--- config.mk ---
export PLATFORM = sky130hd
export DESIGN_NAME = sr_excite_driver
export DESIGN_NICKNAME = d
export VERILOG_FILES = /design/src/rtl/sr_pkg.sv /design/src/rtl/sync_fifo.sv /design/src/rtl/sr_excite_driver.sv
export SDC_FILE = /design/constraint.sdc
export NUM_CORES = 1
export LEC_CHECK = 0
export ABC_AREA = 1
export CAP_MARGIN = 25
export CORE_MARGIN = 4
export CORE_UTILIZATION = 25
export CTS_CLUSTER_DIAMETER = 120
export CTS_CLUSTER_SIZE = 20
export DETAILED_ROUTE_END_ITERATION = 8
export SLEW_MARGIN = 20
export SYNTH_ARGS = -nofsm -noshare
export SYNTH_HDL_FRONTEND = slang
export SYNTH_HIERARCHICAL = 1
export SYNTH_SLANG_ARGS = --single-unit
--- constraint.sdc ---
create_clock -name clk -period 3.1 [get_ports clk]
set_input_delay 0.93 -clock clk [delete_from_list [all_inputs] [get_ports clk]]
set_output_delay 0.93 -clock clk [all_outputs]
set_load 0.005 [all_outputs]
--- src/rtl/sr_pkg.sv ---
// Shared types and helpers for the SR flip-flop excitation driver.
package sr_pkg;

    localparam int DEPTH_DEFAULT = 4;

    typedef enum logic [1:0] {
        ST_IDLE  = 2'd0,
        ST_DRIVE = 2'd1,
        ST_CHECK = 2'd2
    } state_e;

    // SR excitation: returns {s, r} that moves an SR flip-flop from q_m to t.
    function automatic logic [1:0] excite(input logic q_m, input logic t);
        excite = {~q_m & t, q_m & ~t};
    endfunction

endpackage

--- src/rtl/sync_fifo.sv ---
// Single-clock FIFO with occupancy count; full and empty derive from the registered count.
module sync_fifo #(
    parameter int DEPTH = 4
) (
    input  logic                   clk,
    input  logic                   rst,
    input  logic                   push,
    input  logic                   din,
    input  logic                   pop,
    output logic                   dout,
    output logic                   full,
    output logic                   empty,
    output logic [$clog2(DEPTH):0] count
);

    localparam int AW = $clog2(DEPTH);
    localparam logic [AW:0] FULL_CNT = (AW + 1)'(DEPTH);

    logic          mem [DEPTH];
    logic [AW-1:0] wr_ptr;
    logic [AW-1:0] rd_ptr;
    logic          do_push;
    logic          do_pop;

    assign full    = (count == FULL_CNT);
    assign empty   = (count == '0);
    // A push into a full FIFO is dropped even when a pop frees a slot on the same edge.
    assign do_push = push && !full;
    assign do_pop  = pop && !empty;
    assign dout    = mem[rd_ptr];

    always_ff @(posedge clk) begin
        if (!rst) begin
            wr_ptr <= '0;
            rd_ptr <= '0;
            count  <= '0;
        end else begin
            if (do_push) wr_ptr <= wr_ptr + 1'b1;
            if (do_pop)  rd_ptr <= rd_ptr + 1'b1;
            case ({do_push, do_pop})
                2'b10:   count <= count + 1'b1;
                2'b01:   count <= count - 1'b1;
                default: count <= count;
            endcase
        end
    end

    always_ff @(posedge clk) begin
        if (do_push) mem[wr_ptr] <= din;
    end

endmodule

--- src/rtl/sr_excite_driver.sv ---
// Drives an external SR flip-flop toward a queued stream of target bits, one DRIVE/CHECK slot per target.
module sr_excite_driver
    import sr_pkg::*;
#(
    parameter int DEPTH    = DEPTH_DEFAULT,
    parameter bit CHECK_EN = 1'b1
) (
    input  logic                   clk,
    input  logic                   rst,
    input  logic                   tgt_valid,
    input  logic                   tgt_bit,
    output logic                   tgt_ready,
    output logic                   s,
    output logic                   r,
    input  logic                   q_fb,
    input  logic                   err_clr,
    output logic                   busy,
    output logic                   err,
    output logic [$clog2(DEPTH):0] count
);

    state_e state;
    logic   q_m;
    logic   fifo_dout;
    logic   fifo_full;
    logic   fifo_empty;
    logic   pop;
    logic   mismatch;

    sync_fifo #(.DEPTH(DEPTH)) u_fifo (
        .clk   (clk),
        .rst   (rst),
        .push  (tgt_valid),
        .din   (tgt_bit),
        .pop   (pop),
        .dout  (fifo_dout),
        .full  (fifo_full),
        .empty (fifo_empty),
        .count (count)
    );

    assign tgt_ready = !fifo_full;
    assign busy      = (state != ST_IDLE) || !fifo_empty;
    // A new target can only start from IDLE or at the end of CHECK.
    assign pop       = ((state == ST_IDLE) || (state == ST_CHECK)) && !fifo_empty;
    assign mismatch  = CHECK_EN && (state == ST_CHECK) && (q_fb != q_m);

    always_ff @(posedge clk) begin
        if (!rst) begin
            state <= ST_IDLE;
            q_m   <= 1'b0;
            s     <= 1'b0;
            r     <= 1'b0;
            err   <= 1'b0;
        end else begin
            s <= 1'b0;
            r <= 1'b0;
            if (pop) begin
                {s, r} <= excite(q_m, fifo_dout);
                q_m    <= fifo_dout;
                state  <= ST_DRIVE;
            end else if (state == ST_DRIVE) begin
                state <= ST_CHECK;
            end else begin
                state <= ST_IDLE;
            end
            // A mismatch on the clearing edge takes priority so no error is lost.
            if (mismatch)     err <= 1'b1;
            else if (err_clr) err <= 1'b0;
        end
    end

endmodule
==> results.yml <==
worst_setup_path:
  critPathKind: "flip-flop to primary output"
  path_max_fanout: 5
  required_ps: 2170
  reg2regPathDepth: 15
  startpoint_type: "flip-flop"
  critPathCaptureType: "primary output"
  r2r_end: "u_fifo/count[2]$_SDFFE_PN0P_"
  worst_r2r_startpoint: "u_fifo/count[2]$_SDFFE_PN0P_"
  cp.arrival_ps: 1600
  reg2reg_slack_ps: 960
global_routing:
  antenna_found_initial: 0
  overflow: 0
  use_met3_pct: 3.61
  grt_usage_pct: 7.97
  grtUsageMet1_pct: 8.78
  busiest_layer: "met2"
  grt_first_pass_wirelength_um: 2770
  first_global_vias: 692
  grt_max_degree: 12
  grt_util_met2_pct: 13.4
logic_synthesis:
  yosysTopAreaCellShare_pct: 33.2
  synthesis.nets: 121
  ys_ff_latch: 19
  ys_seq_area_share_pct: 46.5
  synth_cell_types: 21
  synth.area.top_cells: "dfxtp_1, edfxtp_1, inv_1"
  yosysTopAreaCell: "dfxtp_1"
  syn_area_per_cell_um2: 8.29
  synthesis.area_um2: 903
  yosysWarnings: 6
  synth_cells: 109
floorplan:
  design.core.area_mm2: 0.00342
  pin_count: 14
  die_h_um: 68.1
  die_w_um: 68.1
  dieArea_mm2: 0.00464
  rows: 21
  start_util_pct: 26.4
sta:
  finClkSkew_ps: 6.77
  period_share_pct: 81.6
  hold_violations: 0
  worst_pin_slew_ps: 361
  rsz0062_at_grt: "no"
  finalSetupViolations: 0
  drv_slew: 0
  min_period_ps: 2530
  fin_tns_setup_ps: 0
  slew-limit-headroom_pct: 75.8
  whs_ps: 429
  fmax_mhz: 395
power_and_ir_drop:
  ir_worst_vdd_mv: 0.371
  power.leakage_nw: 0.494
  p_int_w: 0.000528
  switching_share_pct: 39.4
  comb_power_share_pct: 44.6
  p_sw_w: 0.000343
  clkPwrFrac_pct: 14.3
  power_density_mw_per_mm2: 778
  pwr-share-seq_pct: 41.1
clocking:
  clockRootBuffer: "clkbuf_4"
  cts_sinks: 19
  insertion_delay_ps: 300
  post_cts_resized: 0
  clk_pin_slew_ps: 110
  clock_path_buffers: 2
  cts_tree: "yes"
  cts_hold_buffers: 0
  cts_setup_buffers: 0
  numCtsBuffers: 3
  cts_max_level: 1
cells_and_area:
  drive_above_1_share_pct: 13.5
  area_growth_pct: 23.8
  num_antenna_cells: 0
  final_area_mm2: 0.00112
  final_core_util_pct: 32.7
  layout.nets: 139
  fillers: 363
drt:
  dr.pass1.iters: 4
  post-route-drc-count: 0
  drt-initial-drc-count: 28
  vias_per_cell: 4.10
  vias: 706
  antenna_left: 0
  wl_per_cell_um: 8.72
  routed_wl_um: 1500
min_path:
  worstHoldStart: "state[1]$_SDFF_PP0_"
  hold_class: "flip-flop to flip-flop"
  min_to: "state[1]$_SDFF_PP0_"
  hold_depth: 1
run_status:
  status: "completed"
placed_design:
  place_hpwl_um: 1190
  portBuffers: 13
  place.gp.congestion: 0.685
  dpl_cell_area_mm2: 0.00109
job:
  drv_cap: 0
## cell usage after synthesis
cell / number
inv_1: 23
nand4_1: 1
nor2_4: 1
o21ai_0: 5
a21oi_1: 7
nand3b_1: 1
nand3_4: 1
a21oi_2: 1
nand3_2: 2
nor2_1: 15
ha_1: 5
o21ai_1: 1
fa_1: 1
inv_2: 4
edfxtp_1: 4
nor3_1: 1
dfxtp_1: 15
nand2_1: 13
nor3_2: 2
nand3_1: 4
nand2_2: 2
## kinds of logic (layout without fill, tap and decap cells)
kind of cell               Yosys count  count (layout)  share of synthesized area, %
DFF                                 19              19                          46.5
adders and majority gates            6               6                          9.14
buffers and inverters               27              44                          11.2
and+or+nand+nor                     43              43                          24.9
AOI/OAI and AO/OA                   14              14                          8.17
## cells in the final DEF, fill, tap and decap left out, types with 2 or more instances in the layout
cell type,count
a21oi_1,7
clkbuf_4,3
clkdlybuf4s50_1,13
dfxtp_1,15
edfxtp_1,4
ha_1,5
inv_1,23
inv_2,4
nand2_1,13
nand2_2,2
nand3_1,4
nand3_2,2
nor2_1,15
nor3_2,2
o21ai_0,5
## how the worst max path moves through the flow
stage | depth (start not counted) | endpoint | startpoint
2_1_floorplan | 10 | u_fifo/count[2]$_SDFFE_PN0P_ | tgt_valid
3_3_place_gp | 11 | u_fifo/count[2]$_SDFFE_PN0P_ | tgt_valid
3_5_place_dp | 11 | u_fifo/count[2]$_SDFFE_PN0P_ | tgt_valid
4_1_cts | 5 | busy | u_fifo/count[2]$_SDFFE_PN0P_
5_1_grt | 5 | busy | u_fifo/count[2]$_SDFFE_PN0P_
6_report | 5 | busy | u_fifo/count[2]$_SDFFE_PN0P_
## critical path: stages (launching register included)
cell and delay (ps):
dfxtp_1 440, inv_2 70, nand3_2 120, inv_1 100
nand3_1 90, clkdlybuf4s50_1 500
## routing by layer
metal  routed length (um)  part of all wire, %
met5                    0                    0
met4                   21                  1.4
met3                   86                  5.7
met2                  697                   46
met1                  694                   46
## metrics by stage
stage | worst slack, ps | cells | power [W]
final | 569 | 172 | 0.000871
after global placement | 508 | 168 | 0.000741
after floorplan | 1070 | 109 | 0.000618
after global routing | 410 | 172 | 0.000962
after detailed placement | 422 | 168 | 0.000757
after CTS | 546 | 172 | 0.000890
## area by class of cell
cell class / count / area [um2] / area share [%]
timing repair buffer: 13 / 130 / 11.6
sequential: 19 / 420 / 37.6
tap: 46 / 57.6 / 5.15
multi-input combinational: 63 / 382 / 34.1
clock buffer: 3 / 22.5 / 2.01
inverter: 27 / 101 / 9.06
clock inverter: 1 / 5.00 / 0.447
## power groups by stage
stage          sequential (W)  combinational, W  clock, W
2_1_floorplan        0.000360          0.000258         0
3_3_place_gp         0.000363          0.000378         0
3_5_place_dp         0.000364          0.000393         0
4_1_cts              0.000359          0.000395  0.000136
5_1_grt              0.000366          0.000452  0.000143
6_report             0.000358          0.000388  0.000124
Note: power is estimated with default switching activity, not from simulation.
